## src/rtl/avg_div_feeder.sv

```systemverilog
//==============================================================================
// Module  : avg_div_feeder
// Brief   : Accumulates a window of sensor samples, feeds sum/count to a
//           sequential divider and publishes the quotient as the average.
// Revision: 1.0
//==============================================================================
`default_nettype none

module avg_div_feeder #(
   parameter int W   = 8,
   parameter int N   = 16,
   parameter int TMO = 64
) (
   input  logic         clk,
   input  logic         reset,
   input  logic [W-1:0] sample_in,
   input  logic         sample_valid,
   output logic         sample_ready,
   input  logic [7:0]   win_len,
   output logic [N-1:0] dividend,
   output logic [N-1:0] divisor,
   output logic         sen1,
   output logic         sen2,
   input  logic [N-1:0] q,
   input  logic         div_done,
   output logic [N-1:0] avg,
   output logic         avg_valid,
   output logic         overflow,
   output logic         err
);

   localparam int WDW = $clog2(TMO + 1);
   localparam logic [WDW-1:0] WD_ONE  = 1;
   localparam logic [WDW-1:0] WD_LAST = WDW'(TMO - 1);

   localparam logic [2:0] ST_ACCUM = 3'd0;
   localparam logic [2:0] ST_LOAD  = 3'd1;
   localparam logic [2:0] ST_START = 3'd2;
   localparam logic [2:0] ST_WAIT  = 3'd3;
   localparam logic [2:0] ST_OUT   = 3'd4;

   logic [2:0]     state_q, state_d;
   logic [N-1:0]   sum_q, sum_d;
   logic [7:0]     cnt_q, cnt_d;
   logic [7:0]     len_q, len_d;
   logic [N-1:0]   dividend_q, dividend_d;
   logic [N-1:0]   divisor_q, divisor_d;
   logic [N-1:0]   avg_q, avg_d;
   logic [WDW-1:0] wd_q, wd_d;
   logic           sen1_q, sen1_d;
   logic           sen2_q, sen2_d;
   logic           avg_valid_q, avg_valid_d;
   logic           overflow_q, overflow_d;
   logic           err_q, err_d;

   logic           w_first;
   logic [N-1:0]   w_base;
   logic [N:0]     w_sum_wide;
   logic           w_sat;
   logic [7:0]     w_len_eff;
   logic [7:0]     w_cnt_inc;

   assign sample_ready = (state_q == ST_ACCUM);

   // The first sample of a window restarts the sum rather than adding to it.
   assign w_first    = (cnt_q == 8'd0);
   assign w_base     = w_first ? '0 : sum_q;
   assign w_sum_wide = {1'b0, w_base} + {1'b0, N'(sample_in)};
   assign w_sat      = w_sum_wide[N];
   assign w_len_eff  = w_first ? ((win_len == 8'd0) ? 8'd1 : win_len) : len_q;
   assign w_cnt_inc  = cnt_q + 8'd1;

   always_comb begin
      state_d     = state_q;
      sum_d       = sum_q;
      cnt_d       = cnt_q;
      len_d       = len_q;
      dividend_d  = dividend_q;
      divisor_d   = divisor_q;
      avg_d       = avg_q;
      wd_d        = wd_q;
      overflow_d  = overflow_q;
      sen1_d      = 1'b0;
      sen2_d      = 1'b0;
      avg_valid_d = 1'b0;
      err_d       = 1'b0;
      case (state_q)
         ST_ACCUM: begin
            if (sample_valid) begin
               sum_d      = w_sat ? '1 : w_sum_wide[N-1:0];
               overflow_d = (w_first ? 1'b0 : overflow_q) | w_sat;
               len_d      = w_len_eff;
               cnt_d      = w_cnt_inc;
               if (w_cnt_inc == w_len_eff) begin
                  state_d = ST_LOAD;
                  sen1_d  = 1'b1;
               end
            end
         end
         ST_LOAD: begin
            dividend_d = sum_q;
            divisor_d  = N'(cnt_q);
            sen2_d     = 1'b1;
            state_d    = ST_START;
         end
         ST_START: begin
            wd_d    = '0;
            state_d = ST_WAIT;
         end
         ST_WAIT: begin
            wd_d = wd_q + WD_ONE;
            if (div_done) begin
               avg_d       = q;
               avg_valid_d = 1'b1;
               state_d     = ST_OUT;
            end else if (wd_q == WD_LAST) begin
               err_d   = 1'b1;
               sum_d   = '0;
               cnt_d   = 8'd0;
               state_d = ST_ACCUM;
            end
         end
         ST_OUT: begin
            sum_d   = '0;
            cnt_d   = 8'd0;
            state_d = ST_ACCUM;
         end
         default: state_d = ST_ACCUM;
      endcase
   end

   always_ff @(posedge clk) begin
      if (reset) begin
         state_q     <= ST_ACCUM;
         sum_q       <= '0;
         cnt_q       <= 8'd0;
         len_q       <= 8'd0;
         dividend_q  <= '0;
         divisor_q   <= '0;
         avg_q       <= '0;
         wd_q        <= '0;
         sen1_q      <= 1'b0;
         sen2_q      <= 1'b0;
         avg_valid_q <= 1'b0;
         overflow_q  <= 1'b0;
         err_q       <= 1'b0;
      end else begin
         state_q     <= state_d;
         sum_q       <= sum_d;
         cnt_q       <= cnt_d;
         len_q       <= len_d;
         dividend_q  <= dividend_d;
         divisor_q   <= divisor_d;
         avg_q       <= avg_d;
         wd_q        <= wd_d;
         sen1_q      <= sen1_d;
         sen2_q      <= sen2_d;
         avg_valid_q <= avg_valid_d;
         overflow_q  <= overflow_d;
         err_q       <= err_d;
      end
   end

   assign dividend  = dividend_q;
   assign divisor   = divisor_q;
   assign avg       = avg_q;
   assign sen1      = sen1_q;
   assign sen2      = sen2_q;
   assign avg_valid = avg_valid_q;
   assign overflow  = overflow_q;
   assign err       = err_q;

endmodule

`default_nettype wire

```

## config.mk

```make
export PLATFORM = sky130hd
export DESIGN_NAME = avg_div_feeder
export DESIGN_NICKNAME = d
export VERILOG_FILES = /design/src/rtl/avg_div_feeder.sv
export SDC_FILE = /design/constraint.sdc
export NUM_CORES = 1
export LEC_CHECK = 0
export CORE_MARGIN = 4
export CORE_UTILIZATION = 45
export CTS_CLUSTER_DIAMETER = 150
export CTS_CLUSTER_SIZE = 24
export DETAILED_ROUTE_END_ITERATION = 12
export PLACE_DENSITY = 0.72
export SYNTH_ARGS = -nofsm -noshare
export SYNTH_HDL_FRONTEND = slang
export SYNTH_SLANG_ARGS = --single-unit
```

## constraint.sdc

```tcl
create_clock -name clk -period 4 [get_ports clk]
set_input_delay 1 -clock clk [delete_from_list [all_inputs] [get_ports clk]]
set_output_delay 1 -clock clk [all_outputs]
set_load 0.03 [all_outputs]
```

Word level (Yosys, flattened, before mapping). Cells that the tools add are included. Widths: inputs -> output; s select.

Bits in registers: 87. Logic and storage cells: 66. Input bits: 36. Output and inout port bits: 54.

$add $sub $neg: 3. Reduce and logical (&&, ||, !) cells: 12. Mux-type cells: 23. Equality and inequality tests: 11. Bitwise gates (word level): 4.

Operators by type and width (count): $mux 16 (5); $pmux 16 s3 (1); $mux 8 (5); $pmux 8 s3 (1); $add 16x8->17 (1); $logic_not 8->1 (2); $pmux 7 s2 (1); $mux 3 (4); $pmux 3 s4 (1); $add 8x1->8 const B (1); $eq 8x8->1 (1); $add 7x1->7 const B (1); $eq 7x6->1 const B (1); $eq 3x2->1 const B (2); $ne 2x2->1 const B (3); $reduce_or 3->1 (2); $mux 1 (5); $reduce_and 2->1 (2); $reduce_and 4->1 (1); $eq 3x1->1 const B (1); $eq 3x3->1 const B (1); $logic_not 3->1 (1); $ne 3x3->1 const B (1); $not 1->1 (3); other kinds (6) (6).

Longest topological paths before layout. Gate-level depths: netlist of run 1.

Depth after elaboration: 7. Mapped depth: 16. Depth with buffers taken out: 14.

Worst setup path after synthesis of run 1. OpenSTA, ideal clock, no wires.

Path kind: reg-to-reg. Start point: register cnt_q[0]. End point: register sum_q[9]. Clock period less this slack: 3284 ps. Setup time: 129 ps. Cell stages (with the launch flop): 17. Path slack: 716 ps. Data arrival time: 3155 ps. Buffers on the path: 3. Data required time: 3871 ps. Cells stage by stage: dfxtp_1 -> inv_1 -> ha_1 -> nor4b_4 -> nand2_4 -> buf_6 -> clkbuf_1 -> and2_1 -> ha_1 -> fa_1 -> a21oi_1 -> o211ai_1 -> a31o_2 -> and3_1 -> clkbuf_1 -> a31oi_1 -> o32ai_1.

Cells in the longest elaborated chain, start to end: 6.

Ends and longest elaborated chain: from (decl) (RTL line 44) `logic [7:0] cnt_q, cnt_d;`; from (signal assigned) (RTL line 150) `cnt_q <= cnt_d;`; $logic_not 8->1 (RTL line 66) `assign w_first = (cnt_q == 8'd0);`; $mux 16 (RTL line 67) `assign w_base = w_first ? '0 : sum_q;`; $add 16x8->17 (RTL line 68) `assign w_sum_wide = {1'b0, w_base} + {1'b0, N'(sample_in)};`; $mux 16 (RTL line 90) `sum_d = w_sat ? '1 : w_sum_wide[N-1:0];`; $mux 16 (RTL line 89) `if (sample_valid) begin`; $pmux 16 s3 (RTL line 87) `case (state_q)`; to (signal assigned) (RTL line 149) `sum_q <= sum_d;`; to (decl) (RTL line 43) `logic [N-1:0] sum_q, sum_d;`.

Every way passes these cells. The select of a mux whose other input is x is not followed. A chain may end at the register's enable or synchronous reset.

Worst setup path in the final report of run 1.
Start point: register cnt_q[0]. End point: register sum_q[12].

Same word-level chain as after synthesis.

==> results of run 1 <==
[stage by stage]
| step | setup slack (ps) | total power [mW] | instance area (sq um) |
|---|---|---|---|
| floorplan | 716 | 1.07 | 4180 |
| global placement | 518 | 1.14 | 4970 |
| detailed placement | 440 | 1.14 | 4970 |
| CTS | 510 | 1.88 | 5220 |
| global route | 166 | 1.94 | 5220 |
| finish | 498 | 1.86 | 5220 |
[flip-flops by register name, indices dropped and copies added (netlist names), 3 cells and up]
signal and flops:
avg 16, dividend 16, sum_q 16, cnt_q 8, divisor 8, len_q 8
wd_q 7, state_q 3
[where the power goes]
part / total (mW) / switching (mW) / internal, mW
combinational: 0.226 / 0.125 / 0.101
clock: 0.739 / 0.322 / 0.417
sequential: 0.898 / 0.0144 / 0.884
total: 1.86 / 0.461 / 1.40
[per-layer routing]
layer / vias to the layer above / track usage
met4: 0 / 0.0608
met5: - / 0
met3: 10 / 0.0403
met1: 1683 / 0.242
li1: 1925 / -
met2: 120 / 0.289
[final cells by class]
type,count,area (sq um),share of cell area
Multi-Input combinational cell,404,2230,0.427
Sequential cell,87,1740,0.334
Timing Repair Buffer,86,843,0.162
Tap cell,108,135,0.0259
Clock buffer,9,124,0.0237
Clock inverter,7,118,0.0225
Inverter,7,26.3,0.00504
[synth_stat cells, drive strengths merged, types with 2 or more instances]
cell type  instances
a21o               4
nor2              38
nor2b              2
nor3              10
ha                11
o21ai             21
and3               6
xnor2             11
a31oi              6
or3                4
a21oi             62
a21boi             2
nand3             16
a211oi             3
inv                7
mux2i             17
a41oi              2
nor4               4
a22oi              4
o211ai             3
dfxtp             87
xor2               9
and4               2
nand2b             4
nand2            131
and2              12
clkbuf            24
buf               13
[kinds of logic after synthesis]
group / after synthesis / share of synthesized area
simple gates: 233 / 0.250
compound gates: 114 / 0.158
flops: 87 / 0.419
buf+inv: 44 / 0.0515
xor+xnor: 20 / 0.0421
mux: 17 / 0.0409
fa+ha+maj: 12 / 0.0379
other cells: 1 / 0.000902
[worst max-delay path, stage by stage, from the launching register on]
cell      delay (ps)
dfxtp_1          390
inv_1            130
ha_1             160
nor4b_4          320
nand2_4          150
and2_1           190
ha_1             200
fa_1             410
a21oi_1          270
o211ai_1         150
a31oi_1          460
nor2_1           160
a31oi_1          180
o21ai_0           80
o311ai_0         140
[final timing paths]
| check | start | end | slack, ps | cells past startpoint |
|---|---|---|---|---|
| max | cnt_q[0]$_SDFFE_PP0P_ | sum_q[12]$_SDFFE_PP0P_ | 500 | 14 |
| min reg2reg | sum_q[1]$_SDFFE_PP0P_ | sum_q[1]$_SDFFE_PP0P_ | 450 | 2 |
| min | sum_q[1]$_SDFFE_PP0P_ | sum_q[1]$_SDFFE_PP0P_ | 450 | 2 |
| max reg2reg | cnt_q[0]$_SDFFE_PP0P_ | sum_q[12]$_SDFFE_PP0P_ | 500 | 14 |
[cell usage in the layout, fill, tap and decap left out, drive strengths merged, types with 3 or more instances in the layout]
| cell type | synthesis | routed |
|---|---|---|
| nand2b | 4 | 4 |
| dfxtp | 87 | 87 |
| or3 | 4 | 4 |
| nor3 | 10 | 10 |
| and2 | 12 | 12 |
| o21ai | 21 | 21 |
| xnor2 | 11 | 11 |
| nor2 | 38 | 38 |
| nand2 | 131 | 131 |
| buf | 13 | 6 |
| a21o | 4 | 4 |
| and3 | 6 | 6 |
| o211ai | 3 | 3 |
| a211oi | 3 | 3 |
| xor2 | 9 | 9 |
| bufinv | 0 | 3 |
| inv | 7 | 9 |
| a21oi | 62 | 62 |
| ha | 11 | 11 |
| clkbuf | 24 | 9 |
| a22oi | 4 | 4 |
| mux2i | 17 | 17 |
| nor4 | 4 | 4 |
| nand3 | 16 | 16 |
| a31oi | 6 | 6 |
| clkdlybuf4s50 | 0 | 80 |
| conb | 1 | 8 |
==> results.yml, run 1 <==
global_routing:
  grt_max_degree: 42
  grt_pass1_vias: 3509
  gr-total-overflow: 0
  grt_pass1_wl_mm: 16.5
  gr-usage-all-layers: 0.181
  grt_antenna_before_repair: 0
floorplan:
  die_area_sq_um: 10800
  num_rows: 34
  initial_utilization: 0.470
  die-width_um: 104
  top_level_ports: 90
  core_area_sq_um: 8850
  die_h_um: 104
clock_network:
  clock_sink_count: 87
  clk_pin_slew_ps: 90
  cts-root-buf: "clkbuf_8"
  numCtsBuffers: 9
  hold_buffers: 0
  cts_tree: "done"
  clk_latency_ps: 360
  clockBufferDepth: 2
  ctsResizeCount: 0
  post-cts-setup-buffers: 0
  cts-htree-levels: 3
layout:
  final_core_util: 0.590
  nFillCells: 820
  nets: 643
  syn2layout_area_growth_pct: 25.5
  layoutNonFillerInstCount: 708
  drive_above_1_share: 0.0483
  diodes: 0
route:
  via_per_inst: 5.28
  wl_per_cell_um: 13.9
  top_layer: "met4"
  met1Wirelength_mm: 4.82
  drt_iter0_drc: 160
  drc: 0
  routed_wl_mm: 9.85
  wl_met3_um: 534
  wl_met2_mm: 4.36
  firstDrtPassIters: 5
  routed-via-count: 3738
  antenna_left: 0
synthesis:
  synth_top_area_share: 0.419
  synth.avg_cell_area_sq_um: 7.87
  synth.distinct_cells: 49
  synth_area_leader_cell: "dfxtp_1"
  synth_top_flop_cell: "dfxtp_1"
  yosysSeqAreaShare: 0.419
  synth.area.top_cells: "dfxtp_1 (42%), nand2_1 (12%), a21oi_1 (7.5%), mux2i_1 (4.1%), nor2_1 (3.4%)"
  ys_ff_latch: 87
  synth_edf_count: 0
  syn_inst: 528
  yosysWarningCount: 0
  syn_area_sq_um: 4160
  synthArstFlopShare: 0
timing:
  timing.fmax_mhz: 286
  whs_ps: 452
  slew_violations: 0
  clock_skew_ps: 9.97
  hold_viol_final: 0
  setup_viol: 0
  tightest_slew_ps: 891
  period_share: 0.875
  rsz0062_at_grt: "no"
  tns_ps: 0
  slew_headroom: 0.404
  fin_crit_ps: 3500
critical_path:
  crit_required_ps: 4240
  crit_arrival_ps: 3740
  critPathLaunchType: "flop"
  crit_fanout: 9
  crit_path_end_kind: "flop"
  criticalPathCategory: "flop to flop"
placement:
  dp_hpwl_mm: 7.14
  gp_congestion: 0.865
  io_buffer_count: 81
  place_inst: 692
worst_hold_path:
  hp-class: "flop to flop"
pwr:
  ir_drop_mv: 0.192
  powerDensity_nw_per_um2: 357
  p_leak_nw: 1.96
flow_run:
  maxCapViolations: 0
status:
  outcome: "finished clean"
Note: power is estimated with default switching activity, not from simulation.
==> inputs of run 2 (changes only) <==
- CORE_UTILIZATION: 45 -> 51
- PLACE_DENSITY: 0.72 -> 0.8
==> run 2 against run 1 <==
Against the previous run: total power shrank 10%; combinational power is essentially flat; sequential power is essentially flat; final cell count shrank 0.99%; first-iteration DRC count grew 48%; register-to-register slack lost 150 ps; worst hold slack gained 4.6 ps; wire length shrank 1.9%; non-clock buffer count shrank 1; critical endpoint unchanged; largest power group unchanged.
==> results.yml, run 2 (same netlist as run 1, synthesis figures left out) <==
critical_path:
  path_cells: "inv_1 > ha_1 > nor4b_4 > nand2_4 > and2_1 > ha_1 > fa_1 > a21oi_1 > o211ai_1 > a31oi_1 > nor2_1 > a31oi_1 > o21ai_0 > o311ai_0"
  crit_fanout: 23
  slowest_delay_ps: 410
  critPathLaunchType: "flop"
  cpMaxStageDelayCell: "fa_1"
  crit_arrival_ps: 3890
  criticalPathCategory: "flop to flop"
  crit_path_end_kind: "flop"
  crit_required_ps: 4240
clock_network:
  clk_pin_slew_ps: 90
  cts-root-buf: "clkbuf_8"
  clk_latency_ps: 350
  ctsResizeCount: 0
  clock_sink_count: 87
  clockBufferDepth: 2
  post-cts-setup-buffers: 0
  numCtsBuffers: 9
  cts-htree-levels: 3
  cts_tree: "done"
  hold_buffers: 0
status:
  outcome: "finished clean"
timing:
  setup_viol: 0
  slew_violations: 0
  slew_headroom: 0.398
  hold_viol_final: 0
  period_share: 0.913
  rsz0062_at_grt: "no"
  clock_skew_ps: 5.73
  fin_crit_ps: 3650
  tightest_slew_ps: 904
  timing.fmax_mhz: 274
  tns_ps: 0
pwr:
  netSwitchingFraction: 0.276
  powerDensity_nw_per_um2: 326
  p_clk_frac: 0.331
  sequentialPowerShare: 0.536
  p_sw_mw: 0.462
  p_comb_frac: 0.133
  p_leak_nw: 1.90
  p_int_mw: 1.21
  ir_drop_mv: 0.206
route:
  routed-via-count: 3807
  antenna_left: 0
  drc: 0
  drt_iter0_drc: 237
  firstDrtPassIters: 5
  routed_wl_mm: 9.67
  via_per_inst: 5.43
  wl_per_cell_um: 13.8
floorplan:
  top_level_ports: 90
  die_area_sq_um: 9660
  core_area_sq_um: 7810
  initial_utilization: 0.533
  num_rows: 32
  die_h_um: 98.3
  die-width_um: 98.3
worst_hold_path:
  hp-class: "flop to flop"
global_routing:
  grt_max_degree: 45
  grt_pass1_wl_mm: 15.7
  gr-total-overflow: 0
  grt_pass1_vias: 3408
  gr-usage-all-layers: 0.195
  grt_antenna_before_repair: 0
layout:
  layout_common_cells: "nand2_1 (130), dfxtp_1 (87), clkdlybuf4s50_1 (80), a21oi_1 (62), nor2_1 (38)"
  mostFrequentLayoutCell: "nand2_1"
  diodes: 0
  drive_above_1_share: 0.0467
  nFillCells: 697
  syn2layout_area_growth_pct: 23.6
  nets: 642
  final_cell_area_sq_um: 5140
placement:
  io_buffer_count: 81
  placed_area_sq_um: 4960
  dp_hpwl_mm: 7.04
  gp_congestion: 0.858
flow_run:
  maxCapViolations: 0
==> run 2: area by class of cell <==
type	count	area, sq um	share of cell area
Multi-Input combinational cell	404	2230	0.434
Clock inverter	7	56.3	0.0110
Tap cell	102	128	0.0248
Clock buffer	9	124	0.0241
Timing Repair Buffer	85	836	0.163
Sequential cell	87	1740	0.339
Inverter	7	26.3	0.00511
==> run 2: worst paths after layout <==
check,from,endpoint,slack [ps],cells after the start
max,cnt_q[0]$_SDFFE_PP0P_,sum_q[12]$_SDFFE_PP0P_,350,14
min,sum_q[1]$_SDFFE_PP0P_,sum_q[1]$_SDFFE_PP0P_,460,2
max reg2reg,cnt_q[0]$_SDFFE_PP0P_,sum_q[12]$_SDFFE_PP0P_,350,14
min reg2reg,sum_q[1]$_SDFFE_PP0P_,sum_q[1]$_SDFFE_PP0P_,460,2
==> run 2: worst max-delay path, delay by kind of cell, from the launching register on <==
kind                       cells  cell delay, ps
AOI/OAI and AO/OA              6            1300
and+or+nand+nor                4             960
adders and majority gates      3             760
DFF                            1             380
buffers and inverters          1             130
==> run 2: per-layer routing <==
| metal | GRT usage | vias to the layer above | share of wire |
|---|---|---|---|
| li1 | - | 1910 | - |
| met1 | 0.254 | 1724 | 0.45 |
| met2 | 0.321 | 152 | 0.46 |
| met3 | 0.0371 | 21 | 0.075 |
| met4 | 0.0714 | 0 | 0.017 |
| met5 | 0 | - | 0 |
==> run 2: stage by stage <==
| step | util | cells | hold slack (ps) | setup WS, ps | power, mW |
|---|---|---|---|---|---|
| 3_3_place_gp | 0.635 | 685 | 441 | 551 | 1.13 |
| 6_report | 0.658 | 701 | 457 | 349 | 1.68 |
| 4_1_cts | 0.658 | 701 | 458 | 360 | 1.69 |
| 2_1_floorplan | - | 535 | 427 | 716 | 1.07 |
| 3_5_place_dp | 0.635 | 685 | 445 | 400 | 1.14 |
| 5_1_grt | 0.658 | 701 | 472 | 44.3 | 1.76 |
==> run 2: power groups by stage <==
stage	logic (mW)	registers [mW]	clock network, mW
floorplan	0.160	0.915	0
global placement	0.217	0.917	0
detailed placement	0.221	0.919	0
CTS	0.222	0.898	0.567
global route	0.244	0.902	0.611
finish	0.223	0.899	0.554
==> inputs of run 3 (changes only) <==
- CTS_CLUSTER_DIAMETER: 150 -> not set
==> results of run 3 <==
No change in the layout: final DEF, timing and power equal those of run 2.
==> RTL edit 1 (flow settings as in run 3) <==
The parameter `W` goes from 8 to 6.
--- a/src/rtl/avg_div_feeder.sv
+++ b/src/rtl/avg_div_feeder.sv
@@ -8,5 +8,5 @@
 
 module avg_div_feeder #(
-   parameter int W   = 8,
+   parameter int W   = 6,
    parameter int N   = 16,
    parameter int TMO = 64
Ports: changed (resized sample_in); port bits go from 90 to 88. No check against the original RTL was run, so the function may have changed too.
==> RTL edit 1 against run 3 <==
Die area decreased by 1.9%; sequential power decreased by 0.4%; non-clock buffer count increased by 1; power increased by 6.7%; wire length increased by 3.8%; combinational power decreased by 5%; final area decreased by 0.15%; synthesized cell count decreased by 3.0%; area after synthesis decreased by 2.1%; sequential cell count unchanged; setup slack improved by 0.12 ns.
==> RTL edit 1: results (changes against run 3) <==
{| class="wikitable"
! Metric !! Value
|-
| Met2 WL post-DR || 5010 um (+13%)
|-
| Top area cells in the synthesized netlist || sky130_fd_sc_hd__dfxtp_1 (43%), sky130_fd_sc_hd__nand2_1 (11%), sky130_fd_sc_hd__a21oi_1 (7.9%)
|-
| Post-detailed-placement cell area || 0.00491 mm^2 (-1.0%)
|-
| Avg Vias per Cell || 5.49 (+1.0%)
|-
| Sequential element share of the synthesized area || 42.8% (+0.90 points)
|-
| HPWL after detailed placement || 7090 um (+0.78%)
|-
| Number of placed cells counting well taps || 676 (-1.3%)
|-
| Filler cells || 659 (-5.5%)
|-
| NumNets Final || 629 (-2.0%)
|-
| Met3 wire len || 495 um (-32%)
|-
| Port-buffer cells || 79 (-2.5%)
|-
| Standard cell with the maximum stage delay on the critical path || sky130_fd_sc_hd__a21oi_1
|-
| Placer congestion estimate || 0.935 (+9.0%)
|-
| Gate count of the mapped netlist || 512 (-3.0%)
|-
| Fraction of final layout cells sized beyond drive strength 1 || 5.76% (+1.1 points)
|-
| Start point of the worst hold path || dividend[1]
|-
| Worst-Margin Slew || 1.03 ns (+0.130 ns)
|-
| Result of the run || finished clean
|-
| Routed vias || 3796 (-0.29%)
|-
| Bufs on Longest Clock Path || 2 (unchanged)
|-
| Synthesized-area fraction occupied by ao, oa, aoi and oai cells || 16.8% (+0.95 points)
|-
| First-pass iteration count of the detailed router || 4 (-1)
|-
| Maximum single-stage delay on the critical path || 0.56 ns (+0.15 ns)
|-
| Number of distinct library cells after synthesis || 51 (+4.1%)
|-
| DRC violation total after the first TritonRoute iteration || 118 (-50%)
|-
| Post-Route WL || 10000 um (+3.8%)
|-
| Most numerous cell types in the synthesized netlist || sky130_fd_sc_hd__nand2_1 (115), sky130_fd_sc_hd__dfxtp_1 (87), sky130_fd_sc_hd__a21oi_1 (64)
|-
| Peak fanout along the critical path || 11 (-52%)
|-
| Multiplexer share of the synthesized area || 4.43% (+0.33 points)
|-
| Global-route wire length before repair || 16600 um (+5.5%)
|}
RTL edit 1: cell count changes in the layout (fill, tap and decap cells not counted), sizes merged, moves of 3 or more:
cell      change
nand2        -15
nor2          +6
nor3          +5
xor2          -5
a21oi         +4
and2          -3
and3          -3
buf           +3
clkinvlp      -3
nand4         +3
o211ai        -3
RTL edit 1: cell families (layout without fill, tap and decap cells):
| family | after synthesis | after routing |
|---|---|---|
| fa+ha+maj | 10 | 10 |
| other cells | 1 | 8 |
| buf+inv | 40 | 111 |
| compound gates | 116 | 116 |
| flops | 87 | 87 |
| mux | 18 | 18 |
| simple gates | 223 | 223 |
| xor+xnor | 17 | 17 |
RTL edit 1: power by group:
| group | leakage (nW) | switching [W] | total, W | internal [W] |
|---|---|---|---|---|
| Sequential | 0.703 | 0.0000132 | 0.000895 | 0.000881 |
| Combinational | 1.07 | 0.000119 | 0.000212 | 0.0000926 |
| Clock | 0.110 | 0.000311 | 0.000681 | 0.000369 |
| Total | 1.88 | 0.000444 | 0.00179 | 0.00134 |
RTL edit 1: area by class of cell:
class / count / area, um^2 / share of cell area [%]
Tap cell: 102 / 128 / 2.49
Timing Repair Buffer: 86 / 838 / 16.3
Multi-Input combinational cell: 392 / 2170 / 42.2
Clock inverter: 5 / 81.3 / 1.58
Inverter: 9 / 33.8 / 0.658
Clock buffer: 11 / 141 / 2.75
Sequential cell: 87 / 1740 / 33.9
RTL edit 1: final timing paths:
check                 to  depth (start not counted)  slack [ns]
max            sum_q[15]                         14        0.47
min          dividend[1]                          2        0.46
max reg2reg    sum_q[15]                         14        0.47
min reg2reg  dividend[1]                          2        0.46
RTL edit 1: layer usage:
layer | vias to the layer above | GRT usage (%)
met5 | - | 0
met2 | 99 | 35.6
met3 | 15 | 3.45
met4 | 0 | 7.77
met1 | 1798 | 26.3
li1 | 1884 | -
RTL edit 1: stage by stage:
| stage | util [%] | setup slack, ns | hold slack (ns) |
|---|---|---|---|
| after global placement | 63.5 | 0.611 | 0.441 |
| after floorplan | - | 0.359 | 0.427 |
| after detailed placement | 63.5 | 0.554 | 0.447 |
| after CTS | 66.4 | 0.523 | 0.458 |
| final | 66.4 | 0.473 | 0.456 |
| after global routing | 66.4 | 0.229 | 0.472 |
RTL edit 1: tightest hold or removal path, cell delays in order, from the launching register on:
cell,delay [ns]
sky130_fd_sc_hd__dfxtp_1,0.31
sky130_fd_sc_hd__nand2_1,0.05
sky130_fd_sc_hd__a21oi_1,0.05
==> RTL edit 2 (flow settings as in run 3) <==
Without the edit above. Register the output `err` once more; this adds one clock of latency there. The other outputs are not delayed to match.
--- a/src/rtl/avg_div_feeder.sv
+++ b/src/rtl/avg_div_feeder.sv
@@ -169,5 +169,7 @@
    assign avg_valid = avg_valid_q;
    assign overflow  = overflow_q;
-   assign err       = err_q;
+   always_ff @(posedge clk) begin
+      err <= err_q;
+   end
 
 endmodule
Function: no difference found for any inputs over 4 cycles, from zero or initial values and one cycle with reset high; that may be too few to reach the edited logic, so the function may still have changed.
==> RTL edit 2 against run 3 <==
Hold slack worse by 0.12 ns; final area is 1.4% higher; clock power is 25% higher; power is 9.1% higher; final cell count is 0.14% higher; critical endpoint unchanged; largest power group unchanged; setup slack better by 0.037 ns; largest cell class unchanged; non-clock buffer count stayed put; sequential cell count is 1 higher; core utilization is 0.57 points higher; wire length is 5.6% higher; highest routed layer unchanged; area after synthesis is 0.48% higher.
==> RTL edit 2: results (changes against run 3) <==
{| class="wikitable"
! Metric !! Value
|-
| Global-route total usage across every layer || 20.9% (+1.4 points)
|-
| Worst-Margin Slew || 0.881 ns (-0.0229 ns)
|-
| First-pass iteration count of the detailed router || 6 (+1)
|-
| Routed vias || 3892 (+2.2%)
|-
| Xor and xnor area share after synthesis || 4.19% (-0.020 points)
|-
| Result of the run || finished clean
|-
| Global-route wire length before repair || 16800 um (+6.6%)
|-
| Sequential element share of the synthesized area || 42.2% (+0.28 points)
|-
| Fraction of the mapped netlist area in adder cells || 3.77% (-0.018 points)
|-
| NumNets Final || 643 (+0.16%)
|-
| Number of global-route vias before repair || 3555 (+4.3%)
|-
| Count of cells along the worst register-to-register path || 13 (-1)
|-
| Top cell family by delay on the critical path || simple AND/OR/NAND/NOR gates
|-
| HPWL after detailed placement || 7380 um (+4.8%)
|-
| Synthesized-area fraction occupied by ao, oa, aoi and oai cells || 15.7% (-0.076 points)
|-
| Worst R2R Setup Slack || 0.39 ns (+0.04 ns)
|-
| Peak ir drop on the vdd network || 210 uV (+2.1%)
|-
| Depth of the worst hold-timing path || 0 (-2)
|-
| Post-Route WL || 10200 um (+5.6%)
|-
| Skew-Pair Late Insertion Delay || 0.37 ns (+0.02 ns)
|-
| Max Clock Skew || 0.00860 ns (+0.00287 ns)
|-
| DRC violation total after the first TritonRoute iteration || 225 (-5.1%)
|-
| Pin count of the biggest net entering global routing || 47 (+4.4%)
|-
| Placer congestion estimate || 0.864 (+0.70%)
|-
| Internal Pwr Total || 0.00135 W (+11%)
|-
| Filler cells || 677 (-2.9%)
|}
[RTL edit 2: changes by cell type after synthesis]
cell | run 3 | this run
sky130_fd_sc_hd__dfxtp_1 | 87 | 88
[RTL edit 2: cell families after synthesis]
logic type               after synthesis
AO/OA/AOI/OAI                        114
XOR/XNOR                              20
adder cells (fa/ha/maj)               12
buffers and inverters                 44
flip-flops                            88
multiplexers                          17
other                                  1
AND/OR/NAND/NOR                      233
[RTL edit 2: layout make-up]
type                            instances  area share, %
Inverter                                7          0.504
Tap cell                              102           2.45
Multi-Input combinational cell        404           42.9
Sequential cell                        88           33.8
Clock buffer                            9           2.38
Clock inverter                          7           1.94
Timing Repair Buffer                   85           16.0
[RTL edit 2: how the worst max path moves through the flow]
stage | endpoint | cells after the start
after global routing | sum_q[6] | 13
after CTS | sum_q[12] | 14
after global placement | sum_q[12] | 10
after floorplan | sum_q[9] | 16
final | sum_q[12] | 13
after detailed placement | sum_q[12] | 14
[RTL edit 2: worst register-to-register path: cells and delay by family (launching register included)]
family / cells / cell delay, ns
AO/OA/AOI/OAI: 4 / 0.87
buffers and inverters: 1 / 0.13
AND/OR/NAND/NOR: 5 / 1.34
flip-flops: 1 / 0.38
adder cells (fa/ha/maj): 3 / 0.76
[RTL edit 2: through the flow]
stage	worst slack, ns	instances	instance area, um^2	hold slack, ns
6_report	0.386	702	5210	0.338
5_1_grt	0.120	702	5210	0.354
4_1_cts	0.349	702	5200	0.342
3_5_place_dp	0.347	686	4980	0.320
3_3_place_gp	0.552	686	4980	0.316
2_1_floorplan	0.716	536	4200	0.310
[RTL edit 2: metal layers]
| layer | GRT usage, % | share of wire, % | routed length [um] | vias up |
|---|---|---|---|---|
| li1 | - | - | - | 1916 |
| met1 | 26.7 | 44 | 4530 | 1789 |
| met2 | 34.6 | 47 | 4750 | 163 |
| met3 | 5.24 | 7.3 | 744 | 24 |
| met4 | 7.25 | 1.8 | 186 | 0 |
| met5 | 0 | 0 | 0 | - |
[RTL edit 2: power by group through the flow]
| stage | Clock [W] | Combinational (W) | Sequential (W) |
|---|---|---|---|
| global route | 0.000747 | 0.000248 | 0.000911 |
| CTS | 0.000705 | 0.000225 | 0.000908 |
| floorplan | 0 | 0.000160 | 0.000925 |
| detailed placement | 0 | 0.000222 | 0.000929 |
| global placement | 0 | 0.000217 | 0.000928 |
| finish | 0.000694 | 0.000226 | 0.000909 |
